## config.mk

```make
export PLATFORM = sky130hd
export DESIGN_NAME = input_debouncer
export DESIGN_NICKNAME = d
export VERILOG_FILES = /design/src/rtl/input_debouncer.sv
export SDC_FILE = /design/constraint.sdc
export NUM_CORES = 1
export LEC_CHECK = 0
export CAP_MARGIN = 25
export CORE_AREA = 2 2 138 140
export CTS_CLUSTER_DIAMETER = 100
export DETAILED_ROUTE_END_ITERATION = 12
export DIE_AREA = 0 0 140 142
export PLACE_DENSITY = 0.56
export SLEW_MARGIN = 20
export SYNTH_ARGS = -nofsm -noshare
export SYNTH_HDL_FRONTEND = slang
export SYNTH_SLANG_ARGS = --single-unit
export TNS_END_PERCENT = 100
```

## constraint.sdc

```tcl
create_clock -name clock -period 6.5 [get_ports clock]
set_input_delay 1.625 -clock clock [delete_from_list [all_inputs] [get_ports clock]]
set_output_delay 1.625 -clock clock [all_outputs]
set_load 0.02 [all_outputs]
```

## src/rtl/input_debouncer.sv

```systemverilog
// input_debouncer: per-channel two-flop synchroniser and stability-counter FSM producing
// a clean level plus press/release pulses. Auto-repeat pulses exist only when DEBOUNCE_AUTOREPEAT_EN is defined.
module input_debouncer #(
    parameter int CHANNELS      = 4,
    parameter int STABLE_CYCLES = 500000,
    parameter bit ACTIVE_LOW    = 1'b1,
    parameter int REPEAT_DELAY  = 25000000,
    parameter int REPEAT_PERIOD = 5000000
) (
    input  logic                clock,
    input  logic                reset,
    input  logic [CHANNELS-1:0] raw_in,
    output logic [CHANNELS-1:0] level_out,
    output logic [CHANNELS-1:0] press_pulse,
    output logic [CHANNELS-1:0] release_pulse,
    output logic [CHANNELS-1:0] repeat_pulse
);

    localparam int CW = $clog2(STABLE_CYCLES + 1);
    localparam logic [CW-1:0] CNT_MAX = CW'(STABLE_CYCLES);
    localparam logic [CW-1:0] CNT_ONE = CW'(1);

    typedef enum logic [1:0] {
        S_RELEASED        = 2'd0,
        S_CONFIRM_PRESS   = 2'd1,
        S_PRESSED         = 2'd2,
        S_CONFIRM_RELEASE = 2'd3
    } state_e;

    if ((CHANNELS < 32'sd1) || (CHANNELS > 32'sd32) || (STABLE_CYCLES < 32'sd1) ||
        (REPEAT_DELAY < 32'sd1) || (REPEAT_PERIOD < 32'sd1)) begin : g_param_check
        $error("input_debouncer: parameter out of range");
    end

    // Saturating increment: the stability counter must never wrap.
    function automatic logic [CW-1:0] sat_inc(input logic [CW-1:0] v);
        if (v == CNT_MAX) begin
            sat_inc = v;
        end else begin
            sat_inc = v + CNT_ONE;
        end
    endfunction

    logic [CHANNELS-1:0] sync1_d, sync1_q;
    logic [CHANNELS-1:0] s_q;
    state_e              state_d [CHANNELS];
    state_e              state_q [CHANNELS];
    logic [CW-1:0]       cnt_d   [CHANNELS];
    logic [CW-1:0]       cnt_q   [CHANNELS];
    logic [CHANNELS-1:0] level_d, level_q;
    logic [CHANNELS-1:0] press_d, press_q;
    logic [CHANNELS-1:0] release_d, release_q;

    // Polarity normalisation ahead of the synchroniser: 1 always means pressed.
    always_comb begin
        sync1_d = raw_in ^ {CHANNELS{ACTIVE_LOW}};
    end

    // Per-channel debounce FSM: next state, counter and registered-output values.
    always_comb begin
        for (int i = 0; i < CHANNELS; i++) begin
            state_d[i]   = state_q[i];
            cnt_d[i]     = cnt_q[i];
            level_d[i]   = level_q[i];
            press_d[i]   = 1'b0;
            release_d[i] = 1'b0;
            case (state_q[i])
                S_RELEASED: begin
                    if (s_q[i]) begin
                        if (STABLE_CYCLES <= 32'sd1) begin
                            state_d[i] = S_PRESSED;
                            cnt_d[i]   = '0;
                            level_d[i] = 1'b1;
                            press_d[i] = 1'b1;
                        end else begin
                            state_d[i] = S_CONFIRM_PRESS;
                            cnt_d[i]   = CNT_ONE;
                        end
                    end else begin
                        cnt_d[i] = '0;
                    end
                end
                S_CONFIRM_PRESS: begin
                    if (!s_q[i]) begin
                        state_d[i] = S_RELEASED;
                        cnt_d[i]   = '0;
                    end else if (sat_inc(cnt_q[i]) == CNT_MAX) begin
                        state_d[i] = S_PRESSED;
                        cnt_d[i]   = '0;
                        level_d[i] = 1'b1;
                        press_d[i] = 1'b1;
                    end else begin
                        cnt_d[i] = sat_inc(cnt_q[i]);
                    end
                end
                S_PRESSED: begin
                    if (!s_q[i]) begin
                        if (STABLE_CYCLES <= 32'sd1) begin
                            state_d[i]   = S_RELEASED;
                            cnt_d[i]     = '0;
                            level_d[i]   = 1'b0;
                            release_d[i] = 1'b1;
                        end else begin
                            state_d[i] = S_CONFIRM_RELEASE;
                            cnt_d[i]   = CNT_ONE;
                        end
                    end else begin
                        cnt_d[i] = '0;
                    end
                end
                S_CONFIRM_RELEASE: begin
                    if (s_q[i]) begin
                        state_d[i] = S_PRESSED;
                        cnt_d[i]   = '0;
                    end else if (sat_inc(cnt_q[i]) == CNT_MAX) begin
                        state_d[i]   = S_RELEASED;
                        cnt_d[i]     = '0;
                        level_d[i]   = 1'b0;
                        release_d[i] = 1'b1;
                    end else begin
                        cnt_d[i] = sat_inc(cnt_q[i]);
                    end
                end
                default: begin
                    state_d[i] = S_RELEASED;
                    cnt_d[i]   = '0;
                    level_d[i] = 1'b0;
                end
            endcase
        end
    end

    // Synchroniser, FSM state and output registers.
    always_ff @(posedge clock) begin
        if (reset) begin
            sync1_q   <= '0;
            s_q       <= '0;
            level_q   <= '0;
            press_q   <= '0;
            release_q <= '0;
            for (int i = 0; i < CHANNELS; i++) begin
                state_q[i] <= S_RELEASED;
                cnt_q[i]   <= '0;
            end
        end else begin
            sync1_q   <= sync1_d;
            s_q       <= sync1_q;
            level_q   <= level_d;
            press_q   <= press_d;
            release_q <= release_d;
            for (int i = 0; i < CHANNELS; i++) begin
                state_q[i] <= state_d[i];
                cnt_q[i]   <= cnt_d[i];
            end
        end
    end

    assign level_out     = level_q;
    assign press_pulse   = press_q;
    assign release_pulse = release_q;

`ifdef DEBOUNCE_AUTOREPEAT_EN
    localparam int RMAX = (REPEAT_DELAY > REPEAT_PERIOD) ? REPEAT_DELAY : REPEAT_PERIOD;
    localparam int RW   = $clog2(RMAX + 1);
    localparam logic [RW-1:0] DELAY_M1  = RW'(REPEAT_DELAY - 1);
    localparam logic [RW-1:0] PERIOD_M1 = RW'(REPEAT_PERIOD - 1);
    localparam logic [RW-1:0] RCNT_ONE  = RW'(1);

    logic [RW-1:0]       rcnt_d   [CHANNELS];
    logic [RW-1:0]       rcnt_q   [CHANNELS];
    logic [CHANNELS-1:0] rphase_d, rphase_q;
    logic [CHANNELS-1:0] repeat_d, repeat_q;

    // Repeat timer: advances only while a channel stays in PRESSED, so CONFIRM_RELEASE freezes it.
    always_comb begin
        for (int i = 0; i < CHANNELS; i++) begin
            rcnt_d[i]   = rcnt_q[i];
            rphase_d[i] = rphase_q[i];
            repeat_d[i] = 1'b0;
            if (press_d[i] || release_d[i]) begin
                rcnt_d[i]   = '0;
                rphase_d[i] = 1'b0;
            end else if ((state_q[i] == S_PRESSED) && (state_d[i] == S_PRESSED)) begin
                if (rcnt_q[i] == (rphase_q[i] ? PERIOD_M1 : DELAY_M1)) begin
                    rcnt_d[i]   = '0;
                    rphase_d[i] = 1'b1;
                    repeat_d[i] = 1'b1;
                end else begin
                    rcnt_d[i] = rcnt_q[i] + RCNT_ONE;
                end
            end else begin
                rcnt_d[i] = rcnt_q[i];
            end
        end
    end

    // Repeat timer and repeat-pulse registers.
    always_ff @(posedge clock) begin
        if (reset) begin
            rphase_q <= '0;
            repeat_q <= '0;
            for (int i = 0; i < CHANNELS; i++) begin
                rcnt_q[i] <= '0;
            end
        end else begin
            rphase_q <= rphase_d;
            repeat_q <= repeat_d;
            for (int i = 0; i < CHANNELS; i++) begin
                rcnt_q[i] <= rcnt_d[i];
            end
        end
    end

    assign repeat_pulse = repeat_q;
`else
    assign repeat_pulse = {CHANNELS{1'b0}};
`endif

endmodule

```

==> results.tsv, run 1 <==
metric	value	unit
crit_required	6.77	ns
combPwrFrac	8.2	%
ir_drop	0.1207	mV
max_freq	308.0	MHz
clock_path_buffers	2	
post_drt_via_cell_ratio	4.696	
cap_violations	0	
clock_latency	0.35	ns
status	finished with violations	
wire_per_inst	11.99	um
worstPathArrival	3.51	ns
drt_pre_antenna_iters	9	
ys_warn_count	0	
setup_ws	3.253	ns
fin_cells	892	
pwr-share-clk	40.3	%
drc	1	
gr-usage-all-layers	11.48	%
synth_common_cells	dfxtp_1 (104), nor2_1 (104), xnor2_1 (41), xor2_1 (40), nand2_1 (36)	
ys_seq_area_share	38.11	%
fin_crit_sh	49.95	%
intPower	0.0009605	W
critical_path.startpoint_type	input port	
p_leak	1.927	nW
synthTopCellsByArea	dfxtp_1 (38%), nor2_1 (7.1%), xnor2_1 (6.6%), xor2_1 (6.4%), nand3_1 (3.0%)	
syn2layout_area_growth	11.13	%
power_density	212.1	nW/um^2
cts_hold_buffers	0	
yosysUniqueCellTypes	63	
core_area	18460	um^2
dp_cells	876	
sequentialPowerShare	51.5	%
antenna_found_initial	0	
drv_slew	0	
place_congestion	0.7625	
finalHoldViolations	0	
netlist_instances	652	
io-pin-count	22	
cts.sinks	104	
p_sw_share	25.39	%
drive_gt1_share	5.167	%
antenna_cells	0	
max_slew_margin	49.37	%
hold_class	flop to flop	
place_hpwl	7.588	mm
cts_tree	built	
period_needed	3.247	ns
clock-root-buffer	clkbuf_16	
total_power	0.001287	W
finalInstanceArea	6071	um^2
htree_levels	3	
synth_top_area_share	38.11	%
crit_type	input port to flop	
drtAntennaViolNets	0	
synth_seq_cells	104	
post_cts_buffers	0	
dieWidth	140	um
fin_nets	672	
setup_violations	0	
totalWireLength	10.70	mm
synth.largest_area_cell	dfxtp_1	
numPortBuffers	17	
cts_resized	0	
setup-tns-final	0	ns
dieArea	19880	um^2
multi_input_area	3134	um^2
tightest_slew	0.7572	ns
num_rows	50	
finalClockSkew	0.005487	ns
syn_area_per_cell	8.378	um^2
cts_buffers	9	
grt_pass1_wl	18.75	mm
p_sw	0.0003268	W
rsz0062_at_grt	no	
failed_checks	DRC	
vias	4189	
grt-ovfl-total	0	
cp_max_fo	18	
place_ws	2.842	ns
placed_area	5788	um^2
initial_utilization	29.60	%
drtIter0Drc	229	
netlist_area	5463	um^2
clk_pin_slew	0.07	ns
worstSetupEndpointType	flop	
seqCellArea	2082	um^2
synth_edf_count	0	
fp.dieH	142	um
synth_flop_cell	dfxtp_1	
grt_pass1_vias	3878	
async_flop_share	0	%
fillers	1928	
grt_max_degree	19	
-- cell type report --
cell class	instances	share of cell area [%]
flip-flops and latches	104	34.30
clock inverters	7	0.9481
well taps	234	4.823
clock buffers	9	3.710
inverters	27	1.669
repair buffers	18	2.927
multi-input cells	493	51.63
-- power groups by stage --
stage / Clock (W) / Sequential [W] / Combinational [W]
floorplan: 0 / 0.000677 / 0.0000837
global placement: 0 / 0.000678 / 0.000106
detailed placement: 0 / 0.000678 / 0.000107
CTS: 0.000539 / 0.000664 / 0.000108
global route: 0.000566 / 0.000666 / 0.000125
finish: 0.000518 / 0.000663 / 0.000106
-- final timing paths --
check	start	endpoint	slack, ns	cells after the start
min	sync1_q[2]$_SDFF_PP0_	s_q[2]$_SDFF_PP0_	0.44	1
max reg2reg	cnt_q[1][1]$_SDFF_PP0_	cnt_q[1][3]$_SDFF_PP0_	3.43	9
max	reset	cnt_q[1][2]$_SDFF_PP0_	3.25	4
min reg2reg	sync1_q[2]$_SDFF_PP0_	s_q[2]$_SDFF_PP0_	0.44	1
-- critical path, cell delays in order --
cell             delay [ns]
clkdlybuf4s50_1        0.67
nand2b_1               0.30
nand3b_1               0.61
a21oi_1                0.30
-- layer usage --
metal | vias up | track usage (%) | wire, um
li1 | 2221 | - | -
met1 | 1933 | 15.57 | 5533
met2 | 31 | 17.76 | 4763
met3 | 4 | 3.499 | 305
met4 | 0 | 3.137 | 94
met5 | - | 0 | 0
-- flip-flops by register name (all words and copies together), names as in the netlist, named ones only --
name and count:
s_q 4, state_q 4, sync1_q 4, cnt_q 76, level_out 4, press_pulse 4, release_pulse 4
-- cell families (layout without fill, tap and decap cells) --
kind of cell	Yosys count	count (layout)	share of synthesized area, %
AO/OA/AOI/OAI	62	62	7.147
XOR/XNOR	81	81	12.99
adder cells (fa/ha/maj)	13	13	2.978
buffers and inverters	58	61	4.718
flip-flops	104	104	38.11
multiplexers	13	13	2.474
other	1	4	0.06865
AND/OR/NAND/NOR	320	320	31.52
-- per-stage QoR --
step / util [%] / hold WS, ns
2_1_floorplan: - / 0.4138
3_3_place_gp: 31.36 / 0.4211
3_5_place_dp: 31.36 / 0.4223
4_1_cts: 32.89 / 0.4412
5_1_grt: 32.89 / 0.4539
6_report: 32.89 / 0.4371
-- layout by cell type (no fill, tap or decap), types with 6 or more instances in the layout --
master	instances
nor2_1	104
dfxtp_1	104
xnor2_1	41
xor2_1	40
nand2_1	36
nand3_1	33
inv_1	27
nor3_1	23
and3_1	19
o21ai_0	18
nand2b_1	17
clkdlybuf4s50_1	17
nor2b_1	16
a21oi_1	16
nand4_1	15
ha_1	13
and4_1	9
mux2i_1	9
clkbuf_16	9
nor4_1	7
nor3b_1	6
a31oi_1	6
Power figures use the tool's default switching activity.
==> run 2: changes to the inputs <==
==> constraint.sdc (replaced) <==
create_clock -name clock -period 3.2 [get_ports clock]
set_input_delay 0.8 -clock clock [delete_from_list [all_inputs] [get_ports clock]]
set_output_delay 0.8 -clock clock [all_outputs]
set_load 0.02 [all_outputs]
==> run 2 against run 1 <==
Total power increased by 100%. Critical path depth grew 5. Cell area is 1.2% higher. Sequential share of layout area is 0.42 points lower. Utilization increased by 0.41 points. Count of clock-buffer cells in the layout is 2 higher. Largest power group unchanged. Sequential power grew 100%. Via count increased by 0.88%. Clock power rose by 100%. The run still ends with DRC left. Combinational power is 100% higher. Routed wire length shrank 0.70%.
==> results.tsv, run 2 (same netlist as run 1, synthesis figures left out) <==
metric	value	unit	change
cts_resized	0		unchanged
drive_gt1_share	6.577	%	+1.4 points
p_sw	0.0006434	W	+97%
combPwrFrac	8.3	%	about the same
finalClockSkew	0.008289	ns	+0.002802 ns
wire_per_inst	11.76	um	-1.9%
tightest_slew	0.4921	ns	-0.2651 ns
min_path_cells	1		unchanged
critPathTopFamily	simple AND/OR/NAND/NOR gates		
worstSetupEndpointType	flop		
rsz0062_at_grt	no		
crit_type	flop to flop		
numPortBuffers	17		unchanged
drtAntennaViolNets	0		unchanged
dieArea	19880	um^2	unchanged
num_rows	50		unchanged
pwr-share-clk	40.0	%	-0.3 points
max_freq	342.7	MHz	
setup_violations	0		unchanged
grt_max_degree	19		unchanged
clock_path_buffers	2		unchanged
clock-root-buffer	clkbuf_16		
initial_utilization	29.60	%	unchanged
cts_hold_buffers	0		unchanged
antenna_found_initial	0		unchanged
ir_drop	0.2661	mV	+120%
period_needed	2.918	ns	
grt_pass1_wl	18.49	mm	-1.4%
max_slew_margin	66.94	%	+18 points
rrSetupSlack	0.28	ns	-3.15 ns
fin_hold_ws	0.4370	ns	-0.0001000 ns
crit_buf_inv	1		unchanged
drt_pre_antenna_iters	8		-1
htree_levels	3		unchanged
fp.dieH	142	um	unchanged
cap_violations	0		unchanged
setup-tns-final	0	ns	unchanged
post-route-util	33.30	%	+0.41 points
clk_pin_slew	0.07	ns	about the same
rr_startpoint	cnt_q[2][0]$_SDFF_PP0_		
hp-start	sync1_q[1]$_SDFF_PP0_		
vias	4226		+0.88%
crit_chain	inv_1 > ha_1 > or4b_1 > or4_4 > nor4_4 > mux2i_1 > nor4_4 > a211o_2 > nor2_1		
p_leak	1.994	nW	+3.4%
rr_endpoint	cnt_q[2][9]$_SDFF_PP0_		
antenna_cells	0		unchanged
setup_ws	0.2819	ns	-2.971 ns
io-pin-count	22		unchanged
largest_reg_flops	76		unchanged
totalWireLength	10.62	mm	-0.70%
failed_checks	DRC		
cts_tree	built		
gr-usage-all-layers	11.24	%	-0.24 points
drc	1		unchanged
finalHoldViolations	0		unchanged
power_density	424.6	nW/um^2	+100%
cts_buffers	9		unchanged
grt_pass1_vias	3942		+1.7%
fin_nets	683		+1.6%
hold_class	flop to flop		
cts.sinks	104		unchanged
worstPathArrival	3.20	ns	-0.31 ns
post_cts_buffers	0		unchanged
dieWidth	140	um	unchanged
clock_latency	0.36	ns	about the same
top_register	cnt_q		
crit_slowest_cell	a211o_2		
crit_required	3.49	ns	-3.28 ns
place_congestion	0.7735		+1.4%
place_hpwl	7.672	mm	+1.1%
p_sw_share	24.65	%	-0.74 points
hold_end	s_q[1]$_SDFF_PP0_		
fin_crit_sh	91.19	%	
max_stage_delay	0.50	ns	-0.17 ns
grt-ovfl-total	0		unchanged
post_drt_via_cell_ratio	4.680		-0.35%
intPower	0.001966	W	+100%
core_area	18460	um^2	unchanged
drtIter0Drc	208		-9.2%
syn2layout_area_growth	12.51	%	
drv_slew	0		unchanged
place_ws	0.2634	ns	-2.578 ns
crit_top_cell	nor4_4		
mostFrequentLayoutCells	nor2_1 (104), dfxtp_1 (104), xnor2_1 (41), xor2_1 (40), nand2_1 (36)		
critical_path.startpoint_type	flop		
reg2reg_depth	9		unchanged
cp_max_fo	18		unchanged
sequentialPowerShare	51.7	%	+0.2 points
status	finished with violations		
-- run 2: cell types whose count changed in the layout (fill, tap and decap cells not counted) --
cell,previous run,this run
clkbuf_1,0,1
clkinv_2,0,3
inv_6,1,0
clkinv_4,3,2
buf_4,1,12
clkinvlp_4,3,0
clkbuf_8,0,1
-- run 2: worst max-delay path by stage --
stage,from,endpoint,slack (ns),depth (start not counted)
global placement,cnt_q[3][0]$_SDFF_PP0_,state_q[3][0]$_SDFFE_PP0P_,0.32,9
CTS,cnt_q[2][0]$_SDFF_PP0_,cnt_q[2][9]$_SDFF_PP0_,0.24,9
finish,cnt_q[2][0]$_SDFF_PP0_,cnt_q[2][9]$_SDFF_PP0_,0.28,9
detailed placement,cnt_q[2][0]$_SDFF_PP0_,cnt_q[2][9]$_SDFF_PP0_,0.26,9
floorplan,cnt_q[2][0]$_SDFF_PP0_,cnt_q[2][12]$_SDFF_PP0_,0.36,11
global route,cnt_q[2][0]$_SDFF_PP0_,cnt_q[2][14]$_SDFF_PP0_,0.08,9
-- run 2: power by group through the flow --
| stage | sequential (W) | clock, W | combinational (W) |
|---|---|---|---|
| after CTS | 0.00135 | 0.00109 | 0.000218 |
| after detailed placement | 0.00138 | 0 | 0.000218 |
| final | 0.00135 | 0.00104 | 0.000217 |
| after global routing | 0.00135 | 0.00114 | 0.000254 |
| after global placement | 0.00138 | 0 | 0.000220 |
| after floorplan | 0.00138 | 0 | 0.000170 |
-- run 2: worst register-to-register path, stage by stage (launching register included) --
cell	delay (ns)
dfxtp_1	0.35
inv_1	0.12
ha_1	0.14
or4b_1	0.42
or4_4	0.44
nor4_4	0.27
mux2i_1	0.36
nor4_4	0.10
a211o_2	0.50
nor2_1	0.16
-- run 2: layer usage --
layer / share of wire (%) / GRT usage, % / vias to the layer above
li1: - / - / 2254
met2: 44 / 17.89 / 33
met1: 52 / 15.07 / 1925
met3: 2.4 / 2.557 / 14
met4: 1.5 / 3.934 / 0
met5: 0 / 0 / -
-- run 2: stage by stage --
step / power (W) / cells / cell area, um^2
after floorplan: 0.001545 / 655 / 5474
after global routing: 0.002745 / 903 / 6146
after detailed placement: 0.001596 / 887 / 5871
after CTS: 0.002655 / 903 / 6146
final: 0.002610 / 903 / 6146
after global placement: 0.001597 / 887 / 5871
-- run 2: cell type report --
class | instances | area, um^2
multi-input combinational | 493 | 3134
inverter | 27 | 101.3
clock inverter | 5 | 32.53
fill | 1906 | 12310
tap | 234 | 292.8
clock buffer | 11 | 242.7
timing repair buffer | 29 | 260.3
sequential | 104 | 2082
==> run 3: changes to the inputs <==
==> constraint.sdc (replaced) <==
create_clock -name clock -period 3.21 [get_ports clock]
set_input_delay 0.8025 -clock clock [delete_from_list [all_inputs] [get_ports clock]]
set_output_delay 0.8025 -clock clock [all_outputs]
set_load 0.02 [all_outputs]
==> results of run 3 <==
The final DEF is identical to that of run 2. Status: finished with violations: DRC.
Among the figures that moved: setup slack after placement 0.2634 ns -> 0.2734 ns; setup slack after layout 0.2819 ns -> 0.2919 ns; register-to-register setup slack 0.28 ns -> 0.29 ns; total power 0.002610 W -> 0.002602 W; worst IR drop on VDD 0.2661 mV -> 0.2652 mV
